[config.mk]
export PLATFORM = sky130hd
export DESIGN_NAME = dense_input_loader
export DESIGN_NICKNAME = d
export VERILOG_FILES = /design/src/rtl/dense_input_loader_pkg.sv /design/src/rtl/dense_input_loader.sv
export SDC_FILE = /design/constraint.sdc
export NUM_CORES = 1
export LEC_CHECK = 0
export BUFFER_PORTS_ARGS = -buffer_cell sky130_fd_sc_hd__clkbuf_2
export CAP_MARGIN = 20
export CORE_UTILIZATION = 43
export DETAILED_ROUTE_END_ITERATION = 7
export GPL_ROUTABILITY_DRIVEN = 0
export GPL_TIMING_DRIVEN = 0
export PLACE_DENSITY = 0.7
export SLEW_MARGIN = 10
export SYNTH_ARGS = -nofsm -noshare
export SYNTH_HDL_FRONTEND = slang
export SYNTH_SLANG_ARGS = --single-unit
[constraint.sdc]
create_clock -name clock -period 5.05 [get_ports clock]
set_clock_uncertainty 0.15 [all_clocks]
set_input_delay 0.505 -clock clock [delete_from_list [all_inputs] [get_ports clock]]
set_output_delay 0.505 -clock clock [all_outputs]
set_load 0.01 [all_outputs]
[src/rtl/dense_input_loader_pkg.sv]
// Shared types for the dense-layer input loader: activation format and loader FSM states.
// Latency: n/a (types and constants only).
// Backpressure: n/a.
package dense_input_loader_pkg;

    // Q(INTEGER_WIDTH).(FRACTION_WIDTH) signed fixed-point activation.
    localparam int INTEGER_WIDTH  = 8;
    localparam int FRACTION_WIDTH = 8;

    typedef logic signed [INTEGER_WIDTH-1:-FRACTION_WIDTH] activation_type;

    typedef enum logic [1:0] {
        LOAD,   // accepting elements of a frame
        DROP,   // discarding the tail of an over-long frame
        FIRE,   // one-cycle start pulse to the layer
        WAIT    // frame frozen until the layer completes
    } loader_state_t;

    // Element counter width; a one-element frame still needs a 1-bit counter.
    function automatic int count_width(input int n);
        return (n > 1) ? $clog2(n) : 1;
    endfunction

endpackage

[src/rtl/dense_input_loader.sv]
// Assembles a stream of activations into a NUM_INPUTS-wide frame and starts a dense layer on it.
// Latency: inputs_ready pulses the cycle after the final element; WAIT exits the cycle after an outputs_ready rise.
// Backpressure: in_ready is 1 in LOAD/DROP, 0 in FIRE/WAIT and while reset is high; one element per cycle when ready.
//
// Ports:
//   clock, reset                 - rising-edge clock, synchronous active-high reset
//   in_valid/in_ready            - element handshake; in_data is one activation, in_last ends a frame
//   inputs                       - assembled frame, held stable from the start pulse until the next load
//   inputs_ready                 - one-cycle start pulse to the layer
//   outputs_ready                - layer completion level; only its rising edge releases the loader
//   frame_error                  - one-cycle pulse (cycle after the offending transfer) on a length mismatch
//   busy                         - high whenever the loader is not in LOAD
module dense_input_loader
    import dense_input_loader_pkg::*;
#(
    parameter int NUM_INPUTS = 16
) (
    input  logic           clock,
    input  logic           reset,
    input  logic           in_valid,
    output logic           in_ready,
    input  activation_type in_data,
    input  logic           in_last,
    output activation_type inputs [NUM_INPUTS],
    output logic           inputs_ready,
    input  logic           outputs_ready,
    output logic           frame_error,
    output logic           busy
);

    localparam int             CW       = count_width(NUM_INPUTS);
    localparam logic [CW-1:0]  LAST_IDX = CW'(NUM_INPUTS - 1);

    loader_state_t state;
    loader_state_t state_nxt;
    logic [CW-1:0] count;
    logic [CW-1:0] count_nxt;
    logic          frame_error_nxt;
    logic          outputs_ready_q;
    logic          xfer;
    logic          release_edge;

    assign xfer = in_valid && in_ready;

    // Only a fresh rise counts: a completion level left high from the
    // previous frame must not release the next one.
    assign release_edge = outputs_ready && !outputs_ready_q;

    // Gated by reset so nothing is accepted or started in the reset cycle.
    assign in_ready     = !reset && ((state == LOAD) || (state == DROP));
    assign inputs_ready = !reset && (state == FIRE);
    assign busy         = (state != LOAD);

    always_comb begin
        state_nxt       = state;
        count_nxt       = count;
        frame_error_nxt = 1'b0;
        case (state)
            LOAD: begin
                if (xfer) begin
                    if (count == LAST_IDX) begin
                        count_nxt = '0;
                        if (in_last) begin
                            state_nxt = FIRE;
                        end else begin
                            // Frame overran: report now, then swallow the rest up to in_last.
                            frame_error_nxt = 1'b1;
                            state_nxt       = DROP;
                        end
                    end else if (in_last) begin
                        // Short frame: restart collection, partial data is left as is.
                        frame_error_nxt = 1'b1;
                        count_nxt       = '0;
                    end else begin
                        count_nxt = count + 1'b1;
                    end
                end
            end
            DROP: begin
                if (xfer && in_last) begin
                    state_nxt = LOAD;
                    count_nxt = '0;
                end
            end
            FIRE: begin
                state_nxt = WAIT;
            end
            WAIT: begin
                if (release_edge) begin
                    state_nxt = LOAD;
                end
            end
            default: begin
                state_nxt = LOAD;
            end
        endcase
    end

    always_ff @(posedge clock) begin
        if (reset) begin
            state           <= LOAD;
            count           <= '0;
            frame_error     <= 1'b0;
            outputs_ready_q <= 1'b0;
            for (int i = 0; i < NUM_INPUTS; i++) begin
                inputs[i] <= '0;
            end
        end else begin
            state           <= state_nxt;
            count           <= count_nxt;
            frame_error     <= frame_error_nxt;
            outputs_ready_q <= outputs_ready;
            // Every LOAD transfer lands in its slot, including the one that overruns.
            for (int i = 0; i < NUM_INPUTS; i++) begin
                if ((state == LOAD) && xfer && (count == CW'(i))) begin
                    inputs[i] <= in_data;
                end
            end
        end
    end

endmodule

==> metrics.sh, run 1 <==
TOTALWIRELENGTH_MM=37.9
VIAS=11000
ANTENNA_FOUND_INITIAL=3
ANTENNA_LEFT=0
NETS=1599
PATH_MAX_FANOUT=10
DETAILEDROUTE.FIRSTITERATIONVIOLATIONS=884
CLK_PATH_BUF_DEPTH=3
YS.FLOP_TYPE='sky130_fd_sc_hd__dfxtp_1'
OUTCOME='finished, final reports clean'
SYNTH_AREA_UM2=10600
SYNTHESIS.NETS=1307
FINALCOREUTILIZATION_PCT=54.6
FIRST_GLOBAL_VIAS=10000
PATH_CLASS='in2out'
FLOORPLAN.DIE_AREA_UM2=25300
DIE_W_UM=159
CP-STARTPOINT='reset'
YOSYS.CELL_TYPES.COUNT=35
CTS_HOLD_BUF=0
WORST_SETUP_HOLD_PATH_CLK_SLEW_NS=0.06
PLACE_HPWL_MM=26.1
TRITONCTS_NUM_SINKS=264
CRIT_PATH_END_KIND='primary output'
LAYOUT-DRIVE-GT1-SHARE_PCT=24.0
GRT_SETUP_UNREPAIRED='false'
CTS_TREE='built'
REGTOREGSETUPSLACK_NS=2.64
GR-USAGE-ALL-LAYERS_PCT=28.7
FIN_WS_NS=2.50
FP.COREAREA_UM2=24200
R2R_END='inputs[103]'
CAP_VIOL_MAX_COUNT=0
IRDROPWORSTVDD_V=0.000260
TRITONCTS.NUM_BUFFERS=27
CLK_LATENCY_NS=0.53
TIMING_WORST_SLEW_PIN_VALUE_NS=1.10
POST_CTS.RESIZED_INSTANCES=0
GRT_REMAINING_OVERFLOW=0
PORT_BUFFERS=263
DETAIL_ROUTE.FIRST_PASS.ITERATIONS=5
ROWS=57
CTS.ROOT.BUFFER_CELL='sky130_fd_sc_hd__clkbuf_16'
YOSYS_WARNINGS=0
SYN-INSTANCE-COUNT=1282
SLEW-LIMIT-HEADROOM_PCT=27.0
WORST_EP_ARRIVAL_TIME_NS=1.89
COUNT_OF_FINAL_MAX_SLEW_CHECK_FAILURES=0
REG2REG_FROM='count[0]'
WL_PER_CELL_UM=19.7
TIMING.FINAL.HOLD_VIOLATIONS=0
DP_WORST_SETUP_SLACK_NS=2.50
ASYNC_RESET_FF_SHARE_PCT=0
DIE_HEIGHT_UM=159
GRT_MAX_DEGREE=14
FMAXACHIEVABLE_MHz=392
FINAL.SETUP.TNS_NS=0
REMAINING_DRC_ERRORS=0
SETUP.WORST_PATH.START_CLASS='input pin'
CTS.REPAIR_TIMING.SETUP_BUFFER_COUNT=0
INITIAL_UTILIZATION_PCT=43.7
FINALCRITPERIODSHARE_PCT=50.5
CTSHTREEMAXLEVEL=1
FINAL.FILL_COUNT=2343
YOSYSSEQAREASHARE_PCT=49.8
P_LEAK_nW=5.02
AVGSYNTHCELLAREA_UM2=8.27
WORSTHOLDPATHTYPE='in2reg'
CRITPATHCAPTURE='in_ready'
SYNTH.FF_LATCH_COUNT=264
SYNTH-EDFF-COUNT=0
CRITICAL_PATH_REQUIRED_NS=4.39
FF2FF_PATH_DEPTH=6
POWER_PER_CELL_AREA_nW_PER_UM2=333
SETUP_VIOLATIONS=0
VIAS_PER_CELL=5.73
PIN_COUNT=281
GLOBAL_ROUTE_WIRE_LENGTH_BEFORE_REPAIR_MM=57.2
FINAL_PERIOD_MINUS_WORST_SETUP_SLACK_NS=2.55
AREA_GROWTH_SYN_TO_LAYOUT_PCT=24.9
==> placed cells by master, fill, tap and decap left out, types with 4 or more instances in the layout <==
master and n:
sky130_fd_sc_hd__clkinv_2 5, sky130_fd_sc_hd__nand3b_1 8, sky130_fd_sc_hd__clkbuf_1 109, sky130_fd_sc_hd__o21ai_0 41, sky130_fd_sc_hd__a21oi_1 260, sky130_fd_sc_hd__ha_1 4, sky130_fd_sc_hd__dfxtp_1 264, sky130_fd_sc_hd__o21ai_1 219
sky130_fd_sc_hd__and3_1 4, sky130_fd_sc_hd__buf_1 5, sky130_fd_sc_hd__clkbuf_2 263, sky130_fd_sc_hd__nor3b_2 4, sky130_fd_sc_hd__nand4_1 18, sky130_fd_sc_hd__and3b_1 7, sky130_fd_sc_hd__clkbuf_8 10, sky130_fd_sc_hd__nor2b_1 5
sky130_fd_sc_hd__clkbuf_16 27, sky130_fd_sc_hd__buf_2 42, sky130_fd_sc_hd__buf_6 24, sky130_fd_sc_hd__nand3_1 246
==> worst max-delay path, cell delays in order <==
cell and delay, ns:
sky130_fd_sc_hd__clkbuf_1 0.25, sky130_fd_sc_hd__clkbuf_1 0.49, sky130_fd_sc_hd__clkbuf_1 0.41, sky130_fd_sc_hd__nor2_1 0.08, sky130_fd_sc_hd__clkbuf_2 0.16
==> sequential cells by signal (all words and copies together) (netlist names) <==
signal           flops
count                4
frame_error          1
inputs             256
outputs_ready_q      1
state                2
==> metrics by stage <==
| stage | hold WS [ns] | total power [mW] | cell area [um^2] | instances |
|---|---|---|---|---|
| 5_1_grt | 0.0781 | 4.53 | 13300 | 1920 |
| 6_report | 0.0637 | 4.42 | 13300 | 1920 |
| 2_1_floorplan | 0.341 | 2.30 | 10600 | 1282 |
| 3_3_place_gp | 0.310 | 2.40 | 12300 | 1869 |
| 3_5_place_dp | 0.316 | 2.40 | 12300 | 1869 |
| 4_1_cts | 0.0464 | 4.43 | 13200 | 1918 |
==> report_power, final <==
part / internal [mW] / total [mW] / switching, mW
Combinational: 0.0591 / 0.266 / 0.207
Clock: 1.23 / 2.06 / 0.828
Sequential: 2.09 / 2.10 / 0.00549
==> logic make-up (layout without fill, tap and decap cells) <==
group	after synthesis	in the layout	synth area share (%)
AO/OA/AOI/OAI	525	525	25.0
AND/OR/NAND/NOR	310	310	16.1
flip-flops	264	264	49.8
buffers and inverters	178	490	8.49
adder cells (fa/ha/maj)	4	4	0.472
XOR/XNOR	1	1	0.0826
other	0	2	0
==> routing by layer <==
layer  share of wire [%]  GRT usage, %  wire [um]  vias to the layer above
met5               0.034             0         13                        -
met2                  45          44.2      16900                      492
met1                  41          36.8      15500                     5202
met3                 9.9          7.92       3740                      111
met4                 4.7          14.4       1790                        2
li1                    -             -          -                     5188
==> layout make-up <==
| cell class | count | area, um^2 | area share, % |
|---|---|---|---|
| flip-flops and latches | 264 | 5290 | 39.9 |
| multi-input cells | 840 | 4420 | 33.4 |
| repair buffers | 263 | 1320 | 9.93 |
| plain buffers | 175 | 890 | 6.71 |
| clock buffers | 42 | 832 | 6.28 |
| well taps | 324 | 405 | 3.06 |
| clock inverters | 7 | 85.1 | 0.642 |
| inverters | 3 | 11.3 | 0.0850 |
| diodes | 2 | 5.00 | 0.0378 |
==> synth_stat cells, types with 5 or more instances <==
library cell,number,area [um^2]
sky130_fd_sc_hd__dfxtp_1,264,5290
sky130_fd_sc_hd__a21oi_1,260,1300
sky130_fd_sc_hd__nand3_1,246,1230
sky130_fd_sc_hd__o21ai_1,219,1100
sky130_fd_sc_hd__clkbuf_1,104,390
sky130_fd_sc_hd__buf_2,42,210
sky130_fd_sc_hd__o21ai_0,41,205
sky130_fd_sc_hd__buf_6,24,270
sky130_fd_sc_hd__nand4_1,18,113
sky130_fd_sc_hd__nand3b_1,8,60.1
sky130_fd_sc_hd__and3b_1,7,61.3
sky130_fd_sc_hd__buf_1,5,18.8
sky130_fd_sc_hd__nor2b_1,5,31.3
==> worst min-delay path by stage <==
stage | startpoint | endpoint | slack [ns] | cells past startpoint
final | outputs_ready | outputs_ready_q | 0.06 | 2
after global routing | outputs_ready | outputs_ready_q | 0.08 | 2
after CTS | outputs_ready | outputs_ready_q | 0.05 | 2
after detailed placement | inputs[192] | inputs[192] | 0.32 | 2
after global placement | inputs[188] | inputs[188] | 0.31 | 2
after floorplan | count[0] | count[0] | 0.34 | 2
Power figures use the tool's default switching activity.
==> inputs of run 2 (changes only) <==
clock period = 2.45 ns   (was 5.05 ns; I/O delays follow)
==> run 2 against run 1 <==
- non-clock buffer count increased by 5
- via count is 0.25% higher
- first-iteration DRC count increased by 6.6%
- flip-flop and latch count is the same
- critical path depth grew 1
- global-route usage is 0.077 points higher
- sequential power rose by 110%
- core utilization is 0.22 points higher
- power is 110% higher
- critical path type is now reg2reg
- largest cell class unchanged
- largest power group unchanged
==> metrics.sh, run 2 (synthesis gave the netlist of run 1 again) <==
GRT_SETUP_UNREPAIRED='false'
PLACE_HPWL_MM=26.1  # unchanged
REGTOREGSETUPSLACK_NS=0.15  # -2.49 ns
MOST-COMMON-LAYOUT-CELLS='sky130_fd_sc_hd__clkbuf_2, sky130_fd_sc_hd__dfxtp_1, sky130_fd_sc_hd__a21oi_1, sky130_fd_sc_hd__nand3_1, sky130_fd_sc_hd__o21ai_1'
WORST_SETUP_HOLD_PATH_CLK_SLEW_NS=0.06  # about the same
R2R_END='inputs[205]'
FINAL_PERIOD_MINUS_WORST_SETUP_SLACK_NS=2.30
DIE_W_UM=159  # unchanged
DIE_HEIGHT_UM=159  # unchanged
POWER_PER_CELL_AREA_nW_PER_UM2=685  # +110%
IRDROPWORSTVDD_V=0.000537  # +110%
CTS_TREE='built'
TIMING.FINAL.HOLD_VIOLATIONS=0  # unchanged
AREA_GROWTH_SYN_TO_LAYOUT_PCT=25.4
SETUP.WORST_PATH.START_CLASS='flop'
VIAS=11000  # +0.25%
LAYOUT-DRIVE-GT1-SHARE_PCT=24.1  # +0.18 points
LARGESTREGISTERS='inputs x256, count x4, state x2'
PORT_BUFFERS=263  # unchanged
ANTENNA_FOUND_INITIAL=1  # -2
MULTIINPUTGATEAREA_UM2=4420  # unchanged
PIN_COUNT=281  # unchanged
FIN_WORST_HOLD_SLACK_NS=0.0169  # -0.0467 ns
DETAILEDROUTE.FIRSTITERATIONVIOLATIONS=942  # +6.6%
COUNT_OF_FINAL_MAX_SLEW_CHECK_FAILURES=0  # unchanged
PATH_MAX_FANOUT=10  # unchanged
FMAXACHIEVABLE_MHz=434
OUTCOME='finished, final reports clean'
P_LEAK_nW=5.06  # +0.69%
ROWS=57  # unchanged
SLEW-LIMIT-HEADROOM_PCT=27.1  # +0.13 points
FINAL.FILL_COUNT=2337  # -0.26%
CP-STARTPOINT='count[0]'
SETUP_VIOLATIONS=0  # unchanged
WORST_EP_ARRIVAL_TIME_NS=2.61  # +0.72 ns
TOTALWIRELENGTH_MM=38.0  # +0.20%
FINALCRITPERIODSHARE_PCT=94.1
FF2FF_PATH_DEPTH=6  # unchanged
REMAINING_DRC_ERRORS=0  # unchanged
CLK_PATH_BUF_DEPTH=3  # unchanged
TIMING_WORST_SLEW_PIN_VALUE_NS=1.09  # -0.00200 ns
NETS=1604  # +0.31%
WORSTHOLDPATHTYPE='in2reg'
TRITONCTS_NUM_SINKS=264  # unchanged
INITIAL_UTILIZATION_PCT=43.7  # unchanged
CTS.ROOT.BUFFER_CELL='sky130_fd_sc_hd__clkbuf_16'
CRIT_PATH_END_KIND='flop'
CTSHTREEMAXLEVEL=1  # unchanged
CLK_LATENCY_NS=0.53  # about the same
GR-USAGE-ALL-LAYERS_PCT=28.7  # +0.077 points
LARGEST_REGISTER_FF_COUNT=256  # unchanged
VIAS_PER_CELL=5.73  # about the same
PATH_CLASS='reg2reg'
CAP_VIOL_MAX_COUNT=0  # unchanged
REG2REG_FROM='count[0]'
LAYOUT.AREA.SEQ_UM2=5290  # unchanged
ANTENNA_LEFT=0  # unchanged
FLOORPLAN.DIE_AREA_UM2=25300  # unchanged
LAYOUT_COMMONEST_CELL='sky130_fd_sc_hd__clkbuf_2'
GRT_REMAINING_OVERFLOW=0  # unchanged
TRITONCTS.NUM_BUFFERS=27  # unchanged
GLOBAL_ROUTE_WIRE_LENGTH_BEFORE_REPAIR_MM=57.4  # +0.33%
WL_PER_CELL_UM=19.7  # about the same
GRT_MAX_DEGREE=14  # unchanged
CRITPATHCAPTURE='inputs[205]'
FP.COREAREA_UM2=24200  # unchanged
FIRST_GLOBAL_VIAS=10000  # +0.27%
CRITICAL_PATH_REQUIRED_NS=2.76  # -1.63 ns
DETAIL_ROUTE.FIRST_PASS.ITERATIONS=7  # +2
MAX_FLOP_REGISTER='inputs'
FINAL.SETUP.TNS_NS=0  # unchanged
run 2: metrics by stage:
stage / instance area, um^2 / utilization, % / std cells / setup WS [ns] / total power, mW
after floorplan: 10600 / - / 1282 / 0.583 / 4.74
after global placement: 12300 / 50.8 / 1869 / 0.170 / 4.95
after detailed placement: 12300 / 50.8 / 1869 / 0.111 / 4.95
after CTS: 13300 / 54.8 / 1923 / 0.109 / 9.13
after global routing: 13300 / 54.9 / 1924 / 0.0168 / 9.36
final: 13300 / 54.9 / 1924 / 0.146 / 9.12
run 2: layout make-up:
| cell class | instances | area share, % |
|---|---|---|
| tap | 324 | 3.05 |
| clock inverter | 7 | 0.640 |
| sequential | 264 | 39.7 |
| antenna | 1 | 0.0188 |
| clock buffer | 42 | 6.25 |
| inverter | 3 | 0.0846 |
| buffer | 175 | 6.72 |
| multi-input combinational | 840 | 33.2 |
| timing repair buffer | 268 | 10.3 |
run 2: layer usage:
metal / vias to the layer above / track usage, % / share of wire [%]
met3: 113 / 7.79 / 9.9
li1: 5201 / - / -
met2: 529 / 44.5 / 45
met1: 5179 / 37.0 / 41
met4: 0 / 14.2 / 4.6
met5: - / 0 / 0
run 2: how the worst min path moves through the flow:
stage | start | to | slack [ns] | depth (start not counted)
6_report | in_data[3] | inputs[211] | 0.02 | 3
5_1_grt | in_data[3] | inputs[195] | 0.03 | 3
4_1_cts | in_data[3] | inputs[211] | 0.008 | 3
3_5_place_dp | inputs[192] | inputs[192] | 0.32 | 2
3_3_place_gp | inputs[188] | inputs[188] | 0.31 | 2
2_1_floorplan | in_last | count[3] | 0.20 | 1
run 2: critical path, stage by stage (launching register included):
cell                       delay [ns]
sky130_fd_sc_hd__dfxtp_1         0.41
sky130_fd_sc_hd__ha_1            0.18
sky130_fd_sc_hd__clkbuf_1        0.33
sky130_fd_sc_hd__nor3b_2         0.57
sky130_fd_sc_hd__buf_2           0.32
sky130_fd_sc_hd__nand3_1         0.11
sky130_fd_sc_hd__a21oi_1         0.16
run 2: power breakdown:
group	total (mW)	internal, mW	switching (mW)
clock network	4.24	2.53	1.71
logic	0.558	0.127	0.431
registers	4.32	4.31	0.0115
run 2: repair_timing:
item | 4_1_cts | 5_1_grt
endpoints found under the hold margin | 6 | 0
hold buffers | 5 | 0
buffers inserted | 0 | 0
endpoints found under the setup margin | 0 | 34
gates resized for setup | 0 | 9
==> inputs of run 3 (changes only) <==
CTS_BUF_LIST = sky130_fd_sc_hd__clkbuf_16   (was default)
clock period = 2.55 ns   (was 2.45 ns; I/O delays follow)
==> run 3 against run 2 <==
- final area is 1.0% lower
- register-to-register slack better by 0.03 ns
- combinational power is 5.2% lower
- die area stayed put
- clock-buffer cell count is 15 lower
- non-clock buffer count is 3 lower
- critical endpoint is now inputs[71]
- largest cell class unchanged
==> metrics.sh, run 3 (synthesis gave the netlist of run 1 again) <==
GRT_REMAINING_OVERFLOW=0  # unchanged
DIE_W_UM=159  # unchanged
ANTENNA_FOUND_INITIAL=2  # +1
FLOORPLAN.DIE_AREA_UM2=25300  # unchanged
LAYOUT-DRIVE-GT1-SHARE_PCT=23.4  # -0.77 points
FINAL.SETUP.TNS_NS=0  # unchanged
TRITONCTS_NUM_SINKS=264  # unchanged
GLOBAL_ROUTE_WIRE_LENGTH_BEFORE_REPAIR_MM=57.1  # -0.44%
REGTOREGSETUPSLACK_NS=0.17  # +0.03 ns
FINAL_PERIOD_MINUS_WORST_SETUP_SLACK_NS=2.38  # +0.0724 ns
CRITICAL_PATH_REQUIRED_NS=2.86  # +0.10 ns
WORSTHOLDSTART='in_data[15]'
SETUP_VIOLATIONS=0  # unchanged
P_LEAK_nW=5.00  # -1.2%
SETUP.WORST_PATH.START_CLASS='flop'
DPL-INSTANCE-AREA_UM2=12300  # unchanged
MOST-COMMON-LAYOUT-CELLS='sky130_fd_sc_hd__clkbuf_2, sky130_fd_sc_hd__dfxtp_1, sky130_fd_sc_hd__a21oi_1, sky130_fd_sc_hd__nand3_1, sky130_fd_sc_hd__o21ai_1'
FF2FF_PATH_DEPTH=7  # +1
LARGESTREGISTERS='inputs x256, count x4, state x2'
FIRST_GLOBAL_VIAS=9969  # -0.68%
CLK_LATENCY_NS=0.53  # about the same
INITIAL_UTILIZATION_PCT=43.7  # unchanged
IRDROPWORSTVDD_V=0.000520  # -3.2%
REG2REG_FROM='count[0]'
TIMING_WORST_SLEW_PIN_VALUE_NS=1.10  # +0.0117 ns
PLACE_HPWL_MM=26.1  # unchanged
GRT_SETUP_UNREPAIRED='false'
TOTALWIRELENGTH_MM=37.8  # -0.51%
REMAINING_DRC_ERRORS=0  # unchanged
TRITONCTS.NUM_BUFFERS=27  # unchanged
AREA_GROWTH_SYN_TO_LAYOUT_PCT=24.2
CRIT_PATH_END_KIND='flop'
OUTCOME='finished, final reports clean'
VIAS=11000  # -0.43%
WORST_SETUP_HOLD_PATH_CLK_SLEW_NS=0.06  # about the same
PIN_COUNT=281  # unchanged
CTS.ROOT.BUFFER_CELL='sky130_fd_sc_hd__clkbuf_16'
ANTENNA_LEFT=0  # unchanged
WL_PER_CELL_UM=19.7  # -0.35%
CTS.REPAIR_TIMING.SETUP_BUFFER_COUNT=0  # unchanged
LARGEST_REGISTER_FF_COUNT=256  # unchanged
SLEW-LIMIT-HEADROOM_PCT=26.3  # -0.78 points
PATH_MAX_FANOUT=10  # unchanged
POST-ROUTE-CELL-AREA_UM2=13200  # -1.0%
GR-USAGE-ALL-LAYERS_PCT=28.6  # -0.12 points
WORST_EP_ARRIVAL_TIME_NS=2.69  # +0.08 ns
CAP_VIOL_MAX_COUNT=0  # unchanged
TIMING.HOLD.WORST_ENDPOINT='inputs[47]'
POWER_PER_CELL_AREA_nW_PER_UM2=639  # -6.7%
MIN_DELAY_PATH_DEPTH=3  # unchanged
GRT_MAX_DEGREE=14  # unchanged
DETAILEDROUTE.FIRSTITERATIONVIOLATIONS=913  # -3.1%
CTSHTREEMAXLEVEL=1  # unchanged
PATH_CLASS='reg2reg'
FMAXACHIEVABLE_MHz=421  # -3.0%
R2R_END='inputs[71]'
CTS_TREE='built'
FINALCRITPERIODSHARE_PCT=93.2  # -0.85 points
DETAIL_ROUTE.FIRST_PASS.ITERATIONS=5  # -2
PORT_BUFFERS=263  # unchanged
CLK_PATH_BUF_DEPTH=3  # unchanged
NETS=1601  # -0.19%
MAX_FLOP_REGISTER='inputs'
WORSTHOLDPATHTYPE='in2reg'
TIMING.FINAL.HOLD_VIOLATIONS=0  # unchanged
COUNT_OF_FINAL_MAX_SLEW_CHECK_FAILURES=0  # unchanged
DIE_HEIGHT_UM=159  # unchanged
VIAS_PER_CELL=5.71  # -0.27%
FP.COREAREA_UM2=24200  # unchanged
ROWS=57  # unchanged
run 3: worst max-delay path, stage by stage, from the launching register on:
cell	delay (ns)
sky130_fd_sc_hd__dfxtp_1	0.41
sky130_fd_sc_hd__ha_1	0.18
sky130_fd_sc_hd__clkbuf_1	0.33
sky130_fd_sc_hd__and3b_1	0.22
sky130_fd_sc_hd__clkbuf_1	0.30
sky130_fd_sc_hd__clkbuf_1	0.39
sky130_fd_sc_hd__nand3_1	0.14
sky130_fd_sc_hd__a21oi_1	0.18
run 3: stage by stage:
stage          util, %  power [mW]  worst slack [ns]  cells  hold WS, ns
2_1_floorplan        -        4.56             0.683   1282        0.207
3_3_place_gp      50.8        4.75             0.270   1869        0.310
3_5_place_dp      50.8        4.75             0.211   1869        0.316
4_1_cts           54.3        8.43             0.210   1920      0.00509
5_1_grt           54.3        8.65           0.00859   1921       0.0291
6_report          54.3        8.42             0.173   1921       0.0185
run 3: routing by layer:
layer	vias up	GRT usage, %	wire [um]
met5	-	0	10
met4	2	14.3	1900
met3	119	7.84	3670
met2	496	44.0	16700
met1	5168	37.0	15500
li1	5190	-	-
run 3: cell type report:
class,instances,area [um^2]
well taps,324,405
clock inverters,22,141
multi-input cells,840,4420
inverters,3,11.3
fillers,2353,11100
clock buffers,27,676
plain buffers,175,891
repair buffers,265,1340
diodes,1,2.50
flip-flops and latches,264,5290
run 3: worst max path at each step:
| stage | from | endpoint | slack [ns] | depth (start not counted) |
|---|---|---|---|---|
| after floorplan | count[0] | inputs[197] | 0.68 | 6 |
| after global placement | count[0] | inputs[106] | 0.27 | 6 |
| after detailed placement | count[1] | inputs[103] | 0.21 | 7 |
| after CTS | count[1] | inputs[103] | 0.21 | 7 |
| after global routing | count[0] | inputs[71] | 0.009 | 7 |
| final | count[0] | inputs[71] | 0.17 | 7 |
run 3: where the power goes:
| part | switching, mW | leakage (nW) | internal [mW] | total (mW) |
|---|---|---|---|---|
| logic | 0.410 | 2.45 | 0.119 | 0.529 |
| clock network | 1.63 | 0.423 | 2.11 | 3.73 |
| registers | 0.0110 | 2.13 | 4.14 | 4.15 |
run 3: repair_timing:
item,CTS,global route
gates resized for setup,0,2
setup endpoints to repair,0,1
hold buffers,2,0
hold endpoints to repair,4,0
